==> src/rtl/menu_overlay_ctl_if.sv <==
// menu_overlay_ctl_if: mixer-side and RAM-port-B-side signals of the menu overlay sequencer.
interface menu_overlay_ctl_if;
    logic        enable;
    logic        line_start;
    logic [7:0]  line_y;
    logic        ram_ce;
    logic [10:0] ram_addr;
    logic [7:0]  ram_dout;
    logic        busy;
    logic        pix_req;
    logic [7:0]  pix_x;
    logic        pix_valid;
    logic        pix_on;
    logic        pix_hl;
    modport master (
        output enable, line_start, line_y, ram_dout, pix_req, pix_x,
        input  ram_ce, ram_addr, busy, pix_valid, pix_on, pix_hl
    );
    modport slave (
        input  enable, line_start, line_y, ram_dout, pix_req, pix_x,
        output ram_ce, ram_addr, busy, pix_valid, pix_on, pix_hl
    );
endinterface

==> src/rtl/menu_overlay_ctl.sv <==
// menu_overlay_ctl: per-scanline text/font fetch from the menu RAM into a line buffer,
// answering pixel queries from the mixer one cycle later.
module menu_overlay_ctl #(
    parameter int          COLS      = 30,
    parameter int          ROWS      = 20,
    parameter logic [10:0] TEXT_BASE = 11'h000,
    parameter logic [10:0] FONT_BASE = 11'h400
) (
    input logic               clk,
    input logic               reset,
    menu_overlay_ctl_if.slave bus
);
    localparam int LINES = ROWS * 8;
    localparam int WIDTH = COLS * 8;

    typedef enum logic [1:0] {IDLE, RD_CHAR, RD_FONT, STORE} state_t;

    state_t      r_state;
    logic [7:0]  r_ly;
    logic [4:0]  r_col;
    logic        r_code_hl;
    logic        r_line_active;
    logic [7:0]  r_buf [0:31];
    logic [31:0] r_hl;
    logic        r_pix_valid;
    logic        r_pix_on;
    logic        r_pix_hl;

    logic        w_fetching;
    logic        w_restart;
    logic        w_line_ok;
    logic        w_pix_ok;
    logic [4:0]  w_cell;
    logic [10:0] w_text;
    logic [10:0] w_font;

    assign w_fetching = r_state != IDLE;
    assign w_restart  = bus.enable & bus.line_start;
    assign w_line_ok  = {24'd0, bus.line_y} < LINES;
    assign w_cell     = bus.pix_x[7:3];
    assign w_pix_ok   = bus.enable & r_line_active & ~w_fetching & ({24'd0, bus.pix_x} < WIDTH);
    assign w_text     = TEXT_BASE + 11'({r_ly[7:3], 5'd0}) + 11'(r_col);
    // The glyph address depends on the code arriving this very cycle, so it cannot be registered.
    assign w_font     = FONT_BASE + 11'({bus.ram_dout[6:0], r_ly[2:0]});

    always_comb begin
        bus.ram_ce    = bus.enable & (r_state == RD_CHAR || r_state == RD_FONT);
        bus.ram_addr  = !bus.ram_ce ? 11'd0 : (r_state == RD_FONT ? w_font : w_text);
        bus.busy      = bus.enable & w_fetching;
        bus.pix_valid = bus.enable & r_pix_valid;
        bus.pix_on    = bus.enable & r_pix_on;
        bus.pix_hl    = bus.enable & r_pix_hl;
    end

    always_ff @(posedge clk or posedge reset) begin
        if (reset) begin
            r_state       <= IDLE;
            r_ly          <= 8'd0;
            r_col         <= 5'd0;
            r_code_hl     <= 1'b0;
            r_line_active <= 1'b0;
        end else if (w_restart) begin
            r_ly          <= bus.line_y;
            r_col         <= 5'd0;
            r_line_active <= 1'b0;
            r_state       <= w_line_ok ? RD_CHAR : IDLE;
        end else if (!bus.enable) begin
            if (w_fetching) r_line_active <= 1'b0;
            r_state <= IDLE;
        end else begin
            case (r_state)
                RD_CHAR: r_state <= RD_FONT;
                RD_FONT: begin
                    r_code_hl <= bus.ram_dout[7];
                    r_state   <= STORE;
                end
                STORE: begin
                    if (r_col == 5'(COLS - 1)) begin
                        r_line_active <= 1'b1;
                        r_state       <= IDLE;
                    end else begin
                        r_col   <= r_col + 5'd1;
                        r_state <= RD_CHAR;
                    end
                end
                default: r_state <= IDLE;
            endcase
        end
    end

    // Highlighted cells are stored pre-inverted so the pixel path is a plain bit select.
    always_ff @(posedge clk) begin
        if (r_state == STORE && !w_restart) begin
            r_buf[r_col] <= bus.ram_dout ^ {8{r_code_hl}};
            r_hl[r_col]  <= r_code_hl;
        end
    end

    always_ff @(posedge clk or posedge reset) begin
        if (reset) begin
            r_pix_valid <= 1'b0;
            r_pix_on    <= 1'b0;
            r_pix_hl    <= 1'b0;
        end else begin
            r_pix_valid <= bus.pix_req & bus.enable;
            r_pix_on    <= bus.pix_req & w_pix_ok & r_buf[w_cell][bus.pix_x[2:0]];
            r_pix_hl    <= bus.pix_req & w_pix_ok & r_hl[w_cell];
        end
    end
endmodule

==> src/flat_wrapper.sv <==
// flat-port wrapper written by rule: the top's interface ports become plain ports
module menu_overlay_ctl_flat 
#(
    parameter int          COLS      = 30,
    parameter int          ROWS      = 20,
    parameter logic [10:0] TEXT_BASE = 11'h000,
    parameter logic [10:0] FONT_BASE = 11'h400
)
  (clk, reset, bus_enable, bus_line_start, bus_line_y, bus_ram_dout, bus_pix_req, bus_pix_x, bus_ram_ce, bus_ram_addr, bus_busy, bus_pix_valid, bus_pix_on, bus_pix_hl);
  menu_overlay_ctl_if bus_i ();
  input logic clk;
  input logic reset;
  input wire logic [$bits(bus_i.enable)-1:0] bus_enable;
  input wire logic [$bits(bus_i.line_start)-1:0] bus_line_start;
  input wire logic [$bits(bus_i.line_y)-1:0] bus_line_y;
  input wire logic [$bits(bus_i.ram_dout)-1:0] bus_ram_dout;
  input wire logic [$bits(bus_i.pix_req)-1:0] bus_pix_req;
  input wire logic [$bits(bus_i.pix_x)-1:0] bus_pix_x;
  output wire logic [$bits(bus_i.ram_ce)-1:0] bus_ram_ce;
  output wire logic [$bits(bus_i.ram_addr)-1:0] bus_ram_addr;
  output wire logic [$bits(bus_i.busy)-1:0] bus_busy;
  output wire logic [$bits(bus_i.pix_valid)-1:0] bus_pix_valid;
  output wire logic [$bits(bus_i.pix_on)-1:0] bus_pix_on;
  output wire logic [$bits(bus_i.pix_hl)-1:0] bus_pix_hl;
  assign bus_i.enable = bus_enable;
  assign bus_i.line_start = bus_line_start;
  assign bus_i.line_y = bus_line_y;
  assign bus_i.ram_dout = bus_ram_dout;
  assign bus_i.pix_req = bus_pix_req;
  assign bus_i.pix_x = bus_pix_x;
  assign bus_ram_ce = bus_i.ram_ce;
  assign bus_ram_addr = bus_i.ram_addr;
  assign bus_busy = bus_i.busy;
  assign bus_pix_valid = bus_i.pix_valid;
  assign bus_pix_on = bus_i.pix_on;
  assign bus_pix_hl = bus_i.pix_hl;
  menu_overlay_ctl #(.COLS(COLS), .ROWS(ROWS), .TEXT_BASE(TEXT_BASE), .FONT_BASE(FONT_BASE)) u_core (.clk(clk), .reset(reset), .bus(bus_i));
endmodule
==> config.mk <==
export PLATFORM = sky130hd
export DESIGN_NAME = menu_overlay_ctl_flat
export DESIGN_NICKNAME = d
export VERILOG_FILES = /design/src/rtl/menu_overlay_ctl_if.sv /design/src/rtl/menu_overlay_ctl.sv /design/src/flat_wrapper.sv
export SDC_FILE = /design/constraint.sdc
export NUM_CORES = 1
export LEC_CHECK = 0
export BUFFER_PORTS_ARGS = -buffer_cell sky130_fd_sc_hd__buf_2
export CORE_UTILIZATION = 60
export DETAILED_ROUTE_END_ITERATION = 8
export PLACE_DENSITY = 0.81
export SETUP_SLACK_MARGIN = 0.2
export SYNTH_ARGS = -nofsm -noshare
export SYNTH_HDL_FRONTEND = slang
export SYNTH_SLANG_ARGS = --single-unit
export TNS_END_PERCENT = 10
==> constraint.sdc <==
create_clock -name clk -period 2.9 [get_ports clk]
set_clock_uncertainty 0.1 [all_clocks]
set_input_delay 0.145 -clock clk [delete_from_list [all_inputs] [get_ports clk]]
set_output_delay 0.145 -clock clk [all_outputs]
set_load 0.05 [all_outputs]
Yosys cells after proc, flatten, opt, wreduce, memory -nomap -nowiden
Memories as Yosys holds them, arrays and structs flattened.
Index checks and enable logic that the tools add are counted.
{"block": "classes", "bitwise": 16, "eq_ne": 7, "addsub": 3, "n_lt_le_gt_ge": 6, "n_reduce_logical": 11, "mux": 25}
{"cell": "32-bit bitwise mux", "count": 1}
{"cell": "11-bit 2-to-1 mux", "count": 2}
{"cell": "5-bit 2-to-1 mux", "count": 4}
{"cell": "8-bit less-than comparator (second input constant)", "count": 2}
{"cell": "1-bit bitwise AND", "count": 13}
{"cell": "5-bit by 6-bit less-than comparator with 1-bit output (second input constant)", "count": 2}
{"cell": "1-bit 2-to-1 mux", "count": 12}
{"cell": "10-bit by 5-bit adder with 11-bit output", "count": 1}
{"cell": "11-bit by 10-bit adder with 11-bit output (first input constant)", "count": 1}
{"cell": "3-bit AND reduction", "count": 3}
{"cell": "8-bit XOR", "count": 1}
{"cell": "3-bit by 1-bit != test with 1-bit output (second input constant)", "count": 2}
{"cell": "2-bit one-hot mux with 3 select lines", "count": 1}
{"cell": "2-bit nonzero test", "count": 3}
{"cell": "5-bit by 1-bit adder with 5-bit output (second input constant)", "count": 1}
{"cell": "1-bit binary-select mux with 5-bit select", "count": 1}
{"cell": "1-bit demux with 5-bit select", "count": 1}
{"cell": "5-bit equality test (second input constant)", "count": 1}
{"cell": "5-bit by 1-bit greater-or-equal comparator with 1-bit output (second input constant)", "count": 1}
{"cell": "2-bit equality test (second input constant)", "count": 2}
{"cell": "3-bit by 4-bit less-than comparator with 1-bit output (second input constant)", "count": 1}
{"cell": "2-bit 2-to-1 mux", "count": 2}
{"cell": "1-bit binary-select mux with 3-bit select", "count": 1}
{"cell": "3-bit nonzero test", "count": 1}
{"cell": "other kinds (6)", "count": 8}
{"block": "word_totals", "register_bits": 52, "n_memories": 1, "elab_cells": 78, "in_bits": 29, "ram_bits": 256}
{"name": "u_core.r_buf", "depth": 32, "word_bits": 8, "read_ports": 1, "rd_clocked_by_memory_dff": 0, "write_ports": 1, "line_no": "menu_overlay_ctl.sv:23", "rtl": "logic [7:0] r_buf [0:31];"}

Longest topological paths before layout
Gate-level depths: netlist of run 1.
{"block": "logic_depth", "depth_word": 6, "mapped_depth": 11}

Worst setup path before layout of run 1
Ideal clock, no wire load.
{"block": "synth_path", "kind": "reg-to-reg", "startpoint": "register u_core.r_code_hl", "endpoint": "memory u_core.r_buf[0][0], data pin", "period_less_slack_ns": 2.517, "path_buffers": 1, "stages_incl_launch_ff": 3, "required_time_ns": 2.429, "slack_ns": 0.383, "t_arrival_ns": 2.046, "setup_time_ns": 0.371, "path_cell_list": "dfrtp_1 clkbuf_1 xor2_1"}
{"block": "synth_between", "elab_chain_cells": 1}
{"element": "from (decl)", "line_no": "menu_overlay_ctl.sv:21", "rtl": "logic r_code_hl;"}
{"element": "from (signal assigned)", "line_no": "menu_overlay_ctl.sv:74", "rtl": "r_code_hl <= bus.ram_dout[7];"}
{"element": "8-bit XOR", "line_no": "menu_overlay_ctl.sv:94", "rtl": "r_buf[r_col] <= bus.ram_dout ^ {8{r_code_hl}};"}
{"element": "to (decl)", "line_no": "menu_overlay_ctl.sv:23"}
No other way between the ends.

Worst setup path in the final report of run 1
{"block": "layout_path", "startpoint": "register u_core.r_col[3]", "endpoint": "register u_core.r_col[2]"}
{"block": "layout_between", "elab_chain_cells": 3}
{"element": "from (decl)", "line_no": "menu_overlay_ctl.sv:20", "rtl": "logic [4:0] r_col;"}
{"element": "from (signal assigned)", "line_no": "menu_overlay_ctl.sv:82", "rtl": "r_col <= r_col + 5'd1;"}
{"element": "5-bit equality test", "line_no": "menu_overlay_ctl.sv:78", "rtl": "if (r_col == 5'(COLS - 1)) begin"}
{"element": "2-bit by 1-bit != test with 1-bit output (no line)"}
{"element": "3-bit AND reduction (no line)"}
No other way between the ends.
A chain may end at the register's enable or synchronous reset.

==> results_dict.tcl, run 1 <==
set metrics [dict create \
    status "finished clean" \
    slew_violations 0 \
    critPathTopFamily "compound AO/OA/AOI/OAI gates" \
    drt_first_pass_iters 7 \
    post_cts_resized 0 \
    clk_pin_slew_ns 0.06 \
    grt_max_degree 33 \
    vdd_ir_drop_max_v 0.000483 \
    p_total_w 0.00982 \
    cts_tree "done" \
    ant_nets 0 \
    synth_area_um2 12600 \
    grtUsageMet1 0.412 \
    drtIter0Drc 882 \
    synth_ff_type "edfxtp_1" \
    yosysSeqAreaShare 0.728 \
    drc 0 \
    grt_overflow 0 \
    core_region_area_um2 20400 \
    grt_usage 0.290 \
    gp_congestion 0.905 \
    fin_crit_ns 2.60 \
    synth_nets 692 \
    cp.required_ns 3.29 \
    tightest_slew_ns 1.01 \
    ys.warnings.count 0 \
    cts_setup_buffers 0 \
    rows 52 \
    synth-edff-count 288 \
    crit_path_start_kind "register" \
    setup_tns_ns 0 \
    cts-root-buf "clkbuf_16" \
    period_share 0.896 \
    dpl-instance-area_um2 13500 \
    yosysMostFrequentCell "edfxtp_1" \
    grt_busiest_layer "met2" \
    area_growth_pct 15.9 \
    io_pins 45 \
    vias 7082 \
    met2_usage 0.468 \
    cts_num_sinks 308 \
    grtUsageMet3 0.0472 \
    worst-setup-path-type "reg2reg" \
    cp_slowest_stage_delay_ns 0.60 \
    hpwlAfterDp_um 18600 \
    portBuffers 44 \
    wl_per_cell_um 28.1 \
    critPathBufInv 1 \
    num_antenna_cells 0 \
    viasPerCell 6.64 \
    critPathArrivalTime_ns 2.99 \
    synth_top_cell_by_area "edfxtp_1" \
    leakage_nw 4.99 \
    fin_area_um2 14600 \
    cp_max_fo 12 \
    cap_violations 0 \
    hold_viol 0 \
    htree_levels 1 \
    yosysUniqueCellTypes 53 \
    syn_area_per_cell_um2 19.2 \
    synth_common_cells "edfxtp_1 (288), mux4_2 (57), nor2_1 (53), mux2i_1 (25), dfrtp_1 (20)" \
    max_freq_mhz 385 \
    final_nets 810 \
    antenna_found_initial 0 \
    setup_viol 0 \
    die-area_um2 21500 \
    pre_cts_slack_ns 0.412 \
    worst_path_max_delay_cell "dfrtp_1" \
    die_w_um 147 \
    insertion_delay_ns 0.56 \
    async_flop_share 0.0649 \
    crit_chain "and3_1 -> a21boi_1 -> nand3_1 -> xor2_1 -> a21oi_1 -> dlygate4sd3_1" \
    initial_utilization 0.617 \
    endpoint_kind "register" \
    grt_pass1_vias 7115 \
    drt-total-wl_um 30000 \
    fin_ws_ns 0.301 \
    rsz0062_at_grt "false" \
    hold_class "in2reg" \
    synthTopCellsByArea "edfxtp_1 (69%), mux4_2 (10%), dfrtp_1 (4.0%), mux4_1 (2.1%), mux2i_1 (2.0%)" \
    syn-instance-count 656 \
    power_density_nw_per_um2 674 \
    grt_pass1_wl_um 45300 \
    die_h_um 147 \
    cts_made_buffers 30 \
    ys_ff_latch 308 \
    relSlewSlack 0.327 \
    drive_gt1_frac 0.292 \
    utilization 0.715 \
    clock_path_buffers 3 \
    yosys.area.top_type_share 0.688 \
]
## per-layer routing
metal | up-vias | wire [um]
met3 | 70 | 2830
met2 | 469 | 14900
met4 | 0 | 841
met5 | - | 0
met1 | 3647 | 11400
li1 | 2896 | -
## layout by cell type, fill, tap and decap left out, types with 17 or more instances in the layout
master         netlist  final
dfrtp_1             20     19
buf_2                8     43
dlygate4sd3_1        0     17
buf_4                3     57
mux2_2              18     18
mux4_2              57     57
edfxtp_1           288    288
mux2i_1             25     25
nor2_1              53     53
clkbuf_16            0     31
nand2_1             18     18
## per-stage QoR
stage / cells / hold slack (ns)
after CTS: 1067 / 0.0220
after floorplan: 656 / 0.00883
after detailed placement: 995 / 0.271
after global placement: 995 / 0.255
final: 1067 / 0.0504
after global routing: 1067 / 0.0259
## flip-flops by register name, indices dropped and copies added (netlist names)
| register | count |
|---|---|
| u_core.r_code_hl | 1 |
| u_core.r_pix_on | 1 |
| u_core.r_state | 2 |
| u_core.r_buf | 256 |
| u_core.r_ly | 8 |
| u_core.r_pix_valid | 1 |
| u_core.r_line_active | 1 |
| u_core.r_pix_hl | 1 |
| u_core.r_hl | 32 |
| u_core.r_col | 5 |
## power by group
| part | internal, W | total [W] | switching (W) |
|---|---|---|---|
| registers | 0.00517 | 0.00520 | 0.0000318 |
| logic | 0.000268 | 0.000889 | 0.000621 |
| clock network | 0.00212 | 0.00373 | 0.00161 |
## cells by family (layout without fill, tap and decap cells)
group / after synthesis / in the layout / synth area share
simple gates: 115 / 115 / 0.0429
flops: 308 / 308 / 0.728
fa+ha+maj: 7 / 7 / 0.00697
mux: 110 / 110 / 0.159
xor+xnor: 10 / 10 / 0.00697
buf+inv: 47 / 188 / 0.0213
compound gates: 59 / 59 / 0.0350
## path summary, 6_finish.rpt
| kind | start | end | slack (ns) | cells after the start |
|---|---|---|---|---|
| min in group asynchronous | reset | u_core.r_ly[1] | 0.23 | 3 |
| max | u_core.r_col[3] | u_core.r_col[2] | 0.30 | 6 |
| max in group asynchronous | reset | u_core.r_code_hl | 1.85 | 3 |
| min | bus_pix_x[7] | u_core.r_pix_on | 0.05 | 3 |
| min reg2reg | u_core.r_ly[2] | u_core.r_ly[2] | 0.42 | 1 |
| max reg2reg | u_core.r_col[3] | u_core.r_col[2] | 0.30 | 6 |
## timing repair
action	CTS	global route
setup endpoints to repair	0	0
hold buffers	17	0
endpoints found under the hold margin	39	0
## worst min-delay path, cell delays in order
cell,delay (ns)
buf_2,0.19
a211oi_2,0.20
o22ai_1,0.10
## final cells by class
type	instances	area, um^2
well taps	270	338
clock inverters	21	156
clock buffers	34	787
inverters	13	48.8
repair buffers	120	873
fillers	1159	5800
multi-input cells	301	3210
flip-flops and latches	308	9150
Power figures use the tool's default switching activity.
==> run 2, diff against run 1 <==
ABC_AREA = 1   (was not set)
PLACE_DENSITY = 0.8   (was 0.81)
==> run 2 against run 1 <==
  * Synthesized cell count up 71%
  * First-iteration DRC count up 54%
  * Maximum frequency up 1.6%
  * Critical endpoint is now bus_ram_addr[9]
==> results_dict.tcl, run 2 <==
set metrics [dict create \
    status "finished clean" \
    core_region_area_um2 21000 \
    portBuffers 44 \
    hold_buffers 25 \
    hold_viol 0 \
    worst_path_max_delay_cell "dfrtp_1" \
    cts_tree "done" \
    synth_common_cells "nand2_1 (325), edfxtp_1 (288), nand3_1 (254), nor2_1 (64), buf_2 (35)" \
    r2r-end "u_core.r_pix_on" \
    reg2reg_depth 11 \
    io_pins 45 \
    hold_depth 3 \
    fin_cells 1516 \
    num_antenna_cells 0 \
    dp_cells 1437 \
    ys.warnings.count 0 \
    cp-startpoint "u_core.r_state[0]" \
    pre_cts_slack_ns 0.665 \
    grt_usage 0.303 \
    cap_violations 0 \
    hold_start "bus_ram_dout[0]" \
    grt_pass1_wl_um 49800 \
    fill_cells 1383 \
    insertion_delay_ns 0.55 \
    synth_ff_type "edfxtp_1" \
    crit_chain "inv_1 -> ha_1 -> inv_1 -> o21ai_0 -> a21oi_1 -> buf_2" \
    initial_utilization 0.613 \
    vdd_ir_drop_max_v 0.000805 \
    die_h_um 149 \
    hpwlAfterDp_um 18800 \
    hold_class "in2reg" \
    wl_per_cell_um 21.5 \
    cts_setup_buffers 0 \
    synth_area_um2 12900 \
    ys_ff_latch 308 \
    grt_max_degree 73 \
    drt-total-wl_um 32600 \
    die_w_um 149 \
    largest_reg_flops 256 \
    cts_made_buffers 29 \
    yosysSeqAreaShare 0.710 \
    clk_pin_slew_ns 0.07 \
    die-area_um2 22100 \
    fin_ws_ns 0.342 \
    cts-root-buf "clkbuf_16" \
    cp.required_ns 2.65 \
    async_flop_share 0.0649 \
    gp_congestion 0.855 \
    layout_common_cells "nand2_1 (325), edfxtp_1 (288), nand3_1 (254)" \
    rrSetupSlack_ns 0.75 \
    drc 0 \
    drtIter0Drc 1361 \
    syn_area_per_cell_um2 11.5 \
    layout_commonest_cell "nand2_1" \
    viasPerCell 6.13 \
    synth_nets 1159 \
    endpoint_kind "primary output" \
    synth-edff-count 288 \
    slew_violations 0 \
    rows 53 \
    final_nets 1254 \
    top_register "u_core.r_buf" \
    post_cts_resized 0 \
    seq_area_um2 9150 \
    grt_busiest_layer "met2" \
    max_freq_mhz 391 \
    power_density_nw_per_um2 704 \
    vias 9287 \
    clock_path_buffers 3 \
    tightest_slew_ns 0.828 \
    met2_usage 0.500 \
    area_growth_pct 14.8 \
    yosysUniqueCellTypes 28 \
    cp_max_fo 17 \
    grt_overflow 0 \
    rsz0062_at_grt "false" \
    synthTopCellsByArea "edfxtp_1 (67%), nand3_1 (9.9%), nand2_1 (9.5%), dfrtp_1 (3.9%), nor2_1 (1.9%)" \
    ant_nets 0 \
    yosysMostFrequentCell "nand2_1" \
    leakage_nw 5.54 \
    min_to "u_core.r_buf[15][0]" \
    grtUsageMet1 0.402 \
    setup_viol 0 \
    setup_tns_ns 0 \
    cp_slowest_stage_delay_ns 0.38 \
    relSlewSlack 0.448 \
    period_share 0.882 \
    drt_first_pass_iters 6 \
    grt_pass1_vias 9116 \
    drive_gt1_frac 0.130 \
    cts_num_sinks 308 \
    grtUsageMet3 0.0420 \
    antenna_found_initial 0 \
    crit_top_cell "inv_1" \
    worst-setup-path-type "reg2out" \
    htree_levels 1 \
    fin_crit_ns 2.56 \
    top_regs "u_core.r_buf: 256 flops, u_core.r_hl: 32 flops, u_core.r_ly: 8 flops" \
    multi_input_area_um2 3300 \
    synth_top_cell_by_area "edfxtp_1" \
    crit_path_start_kind "register" \
    yosys.area.top_type_share 0.671 \
    r2r-start "u_core.r_buf[19][6]" \
    critPathArrivalTime_ns 2.31 \
    syn-instance-count 1123 \
]
## run 2: cell types whose count changed after synthesis, moves of 9 or more
| cell | previous run | this run |
|---|---|---|
| mux4_2 | 57 | 0 |
| nand3_1 | 12 | 254 |
| a21oi_1 | 5 | 14 |
| buf_2 | 8 | 35 |
| o21ai_0 | 6 | 31 |
| nor2_1 | 53 | 64 |
| mux2i_1 | 25 | 0 |
| mux2_2 | 18 | 1 |
| inv_1 | 12 | 27 |
| mux4_1 | 10 | 0 |
| nand2_1 | 18 | 325 |
## run 2: area by class of cell
cell class,instances,area share
inverter,32,0.00846
clock buffer,40,0.0560
tap,275,0.0233
timing repair buffer,126,0.0643
sequential,308,0.618
multi-input combinational,721,0.223
clock inverter,14,0.00660
## run 2: kinds of logic (layout without fill, tap and decap cells)
group	Yosys count	after routing	synth area share
buf+inv	94	212	0.0390
simple gates	646	646	0.213
mux	1	1	0.000873
compound gates	59	59	0.0252
flops	308	308	0.710
fa+ha+maj	7	7	0.00679
xor+xnor	8	8	0.00543
## run 2: per-stage QoR
step           utilization  cell area, um^2  power [W]  hold slack [ns]
3_5_place_dp         0.648            13600    0.00676            0.245
6_report             0.704            14800     0.0104            0.115
2_1_floorplan            -            12900    0.00620          0.00883
4_1_cts              0.704            14800     0.0104           0.0926
3_3_place_gp         0.648            13600    0.00672            0.242
5_1_grt              0.704            14800     0.0107            0.116
## run 2: worst max-delay path by stage
stage / depth (start not counted) / end / slack [ns]
global placement: 13 / u_core.r_pix_on / 0.75
finish: 6 / bus_ram_addr[9] / 0.34
floorplan: 2 / u_core.r_buf[0][0] / 0.38
global route: 6 / bus_ram_addr[9] / 0.22
detailed placement: 13 / u_core.r_pix_on / 0.67
CTS: 6 / bus_ram_addr[1] / 0.42
## run 2: critical path, delay by kind of cell, from the launching register on
| kind | cells | cell delay [ns] |
|---|---|---|
| buffers and inverters | 3 | 0.75 |
| AOI/OAI and AO/OA | 2 | 0.34 |
| adders and majority gates | 1 | 0.29 |
| DFF | 1 | 0.38 |
## run 2: layer usage
metal  routed length [um]  vias to the layer above  part of all wire
li1                     -                     4120                 -
met1                11800                     4394              0.36
met2                16000                      677              0.49
met3                 3540                       96              0.11
met4                 1290                        0             0.039
met5                    0                        -                 0
## run 2: power breakdown
part | switching (W) | leakage, nW | total, W | internal [W]
clock network | 0.00158 | 0.460 | 0.00366 | 0.00208
logic | 0.00101 | 2.23 | 0.00130 | 0.000291
registers | 0.0000618 | 2.85 | 0.00546 | 0.00539
==> run 3, diff against run 2 <==
CTS_BUF_LIST = sky130_fd_sc_hd__clkbuf_8 sky130_fd_sc_hd__clkbuf_16   (was not set)
==> run 3 against run 2 <==
  * Wire length hardly changed
  * Final cell count stayed put
  * Register-to-register slack hardly changed
  * Total power is 0.18% lower
  * Non-clock buffer count stayed put
  * Sequential power hardly changed
  * Global-route usage stayed put
  * Critical path type unchanged
==> results_dict.tcl, run 3 (synthesis gave the netlist of run 2 again) <==
set metrics [dict create \
    grt_overflow 0 \
    largest_reg_flops 256 \
    grt_pass1_wl_um 49800 \
    antenna_found_initial 0 \
    clk_pin_slew_ns 0.07 \
    area_growth_pct 14.8 \
    grt_pass1_vias 9116 \
    die_w_um 149 \
    portBuffers 44 \
    ant_nets 0 \
    rows 53 \
    cp_max_fo 17 \
    cp.required_ns 2.65 \
    status "finished clean" \
    wl_per_cell_um 21.5 \
    final_nets 1254 \
    cp-startpoint "u_core.r_state[0]" \
    htree_levels 1 \
    cts_tree "done" \
    relSlewSlack 0.445 \
    slew_violations 0 \
    viasPerCell 6.10 \
    cp_slowest_stage_delay_ns 0.38 \
    core_region_area_um2 21000 \
    die-area_um2 22100 \
    setup_tns_ns 0 \
    gp_congestion 0.855 \
    hpwlAfterDp_um 18800 \
    setup_viol 0 \
    crit_chain "inv_1 -> ha_1 -> inv_1 -> o21ai_0 -> a21oi_1 -> buf_2" \
    p_sw_frac 0.255 \
    period_share 0.882 \
    crit_path_start_kind "register" \
    seq_power_share 0.525 \
    drive_gt1_frac 0.130 \
    endpoint_kind "primary output" \
    io_pins 45 \
    die_h_um 149 \
    vdd_ir_drop_max_v 0.000803 \
    intPower_w 0.00775 \
    clock_path_buffers 3 \
    drc 0 \
    drt-total-wl_um 32600 \
    cts_num_sinks 308 \
    p_switching_w 0.00265 \
    layout_common_cells "nand2_1 (325), edfxtp_1 (288), nand3_1 (254)" \
    tightest_slew_ns 0.832 \
    fill_cells 1383 \
    vias 9246 \
    top_regs "u_core.r_buf: 256 flops, u_core.r_hl: 32 flops, u_core.r_ly: 8 flops" \
    leakage_nw 5.57 \
    max_freq_mhz 391 \
    whs_ns 0.110 \
    critPathTopFamily "buffers and inverters" \
    grt_usage 0.303 \
    critPathBufInv 3 \
    crit_top_cell "inv_1" \
    r2r-start "u_core.r_buf[19][6]" \
    layout_commonest_cell "nand2_1" \
    hold_class "in2reg" \
    worst_path_max_delay_cell "dfrtp_1" \
    insertion_delay_ns 0.55 \
    clkPwrFrac 0.350 \
    num_antenna_cells 0 \
    drt_first_pass_iters 6 \
    fin_crit_ns 2.56 \
    hold_viol 0 \
    cap_violations 0 \
    worst-setup-path-type "reg2out" \
    power_density_nw_per_um2 703 \
    pwr-share-comb 0.125 \
    critPathArrivalTime_ns 2.31 \
    initial_utilization 0.613 \
    top_register "u_core.r_buf" \
    drtIter0Drc 1355 \
    cts_setup_buffers 0 \
    cts_made_buffers 29 \
    grt_max_degree 73 \
    hold_start "bus_ram_dout[0]" \
    cts-root-buf "clkbuf_16" \
    rsz0062_at_grt "false" \
]
[run 3: cell count changes in the layout (fill, tap and decap cells not counted), sizes merged]
| cell | before | now |
|---|---|---|
| inv | 32 | 38 |
| clkbuf | 40 | 34 |
[run 3: per-layer routing]
layer,global-route usage,vias up,share of wire
met5,0,-,0
met4,0.142,0,0.039
met3,0.0420,97,0.10
met2,0.500,619,0.50
met1,0.402,4408,0.36
li1,-,4122,-
[run 3: repair_timing]
item / in CTS / in global routing
hold endpoints to repair: 37 / 0
hold buffers: 25 / 0
gates resized for setup: 0 / 0
[run 3: power by group through the flow]
stage	sequential, W	clock [W]	combinational [W]
global route	0.00546	0.00384	0.00136
floorplan	0.00554	0	0.000657
global placement	0.00555	0	0.00118
detailed placement	0.00555	0	0.00122
CTS	0.00545	0.00365	0.00126
finish	0.00546	0.00364	0.00130
[run 3: final cells by class]
cell class	count	area, um^2	share of cell area
Clock buffer	34	806	0.0545
Sequential cell	308	9150	0.618
Timing Repair Buffer	126	951	0.0643
Clock inverter	20	120	0.00812
Tap cell	275	344	0.0233
Multi-Input combinational cell	721	3300	0.223
Inverter	32	125	0.00846
[run 3: worst paths after layout]
| check | endpoint | slack (ns) | depth (start not counted) |
|---|---|---|---|
| min | u_core.r_buf[15][0] | 0.11 | 3 |
| max | bus_ram_addr[9] | 0.34 | 6 |
| max reg2reg | u_core.r_pix_on | 0.74 | 11 |
| min in group asynchronous | u_core.r_pix_valid | 0.20 | 3 |
| max in group asynchronous | u_core.r_code_hl | 1.93 | 3 |
| min reg2reg | u_core.r_ly[1] | 0.41 | 2 |
[run 3: metrics by stage]
stage | util | worst slack (ns) | instance area (um^2) | std cells | total power, W
6_report | 0.704 | 0.341 | 14800 | 1516 | 0.0104
5_1_grt | 0.704 | 0.218 | 14800 | 1516 | 0.0107
4_1_cts | 0.704 | 0.417 | 14800 | 1516 | 0.0104
3_5_place_dp | 0.648 | 0.665 | 13600 | 1437 | 0.00676
3_3_place_gp | 0.648 | 0.747 | 13600 | 1437 | 0.00672
2_1_floorplan | - | 0.383 | 12900 | 1123 | 0.00620
[run 3: worst register-to-register path, cell delays in order, from the launching register on]
cell and delay, ns:
edfxtp_1 0.37, nand2_1 0.10, nand3_1 0.11, nand3_1 0.12, nand3_1 0.15, nand2_1 0.15, nand2_1 0.08, nand3_1 0.09
nand3_1 0.08, nand3_1 0.08, dlygate4sd3_1 0.56, a21oi_1 0.07
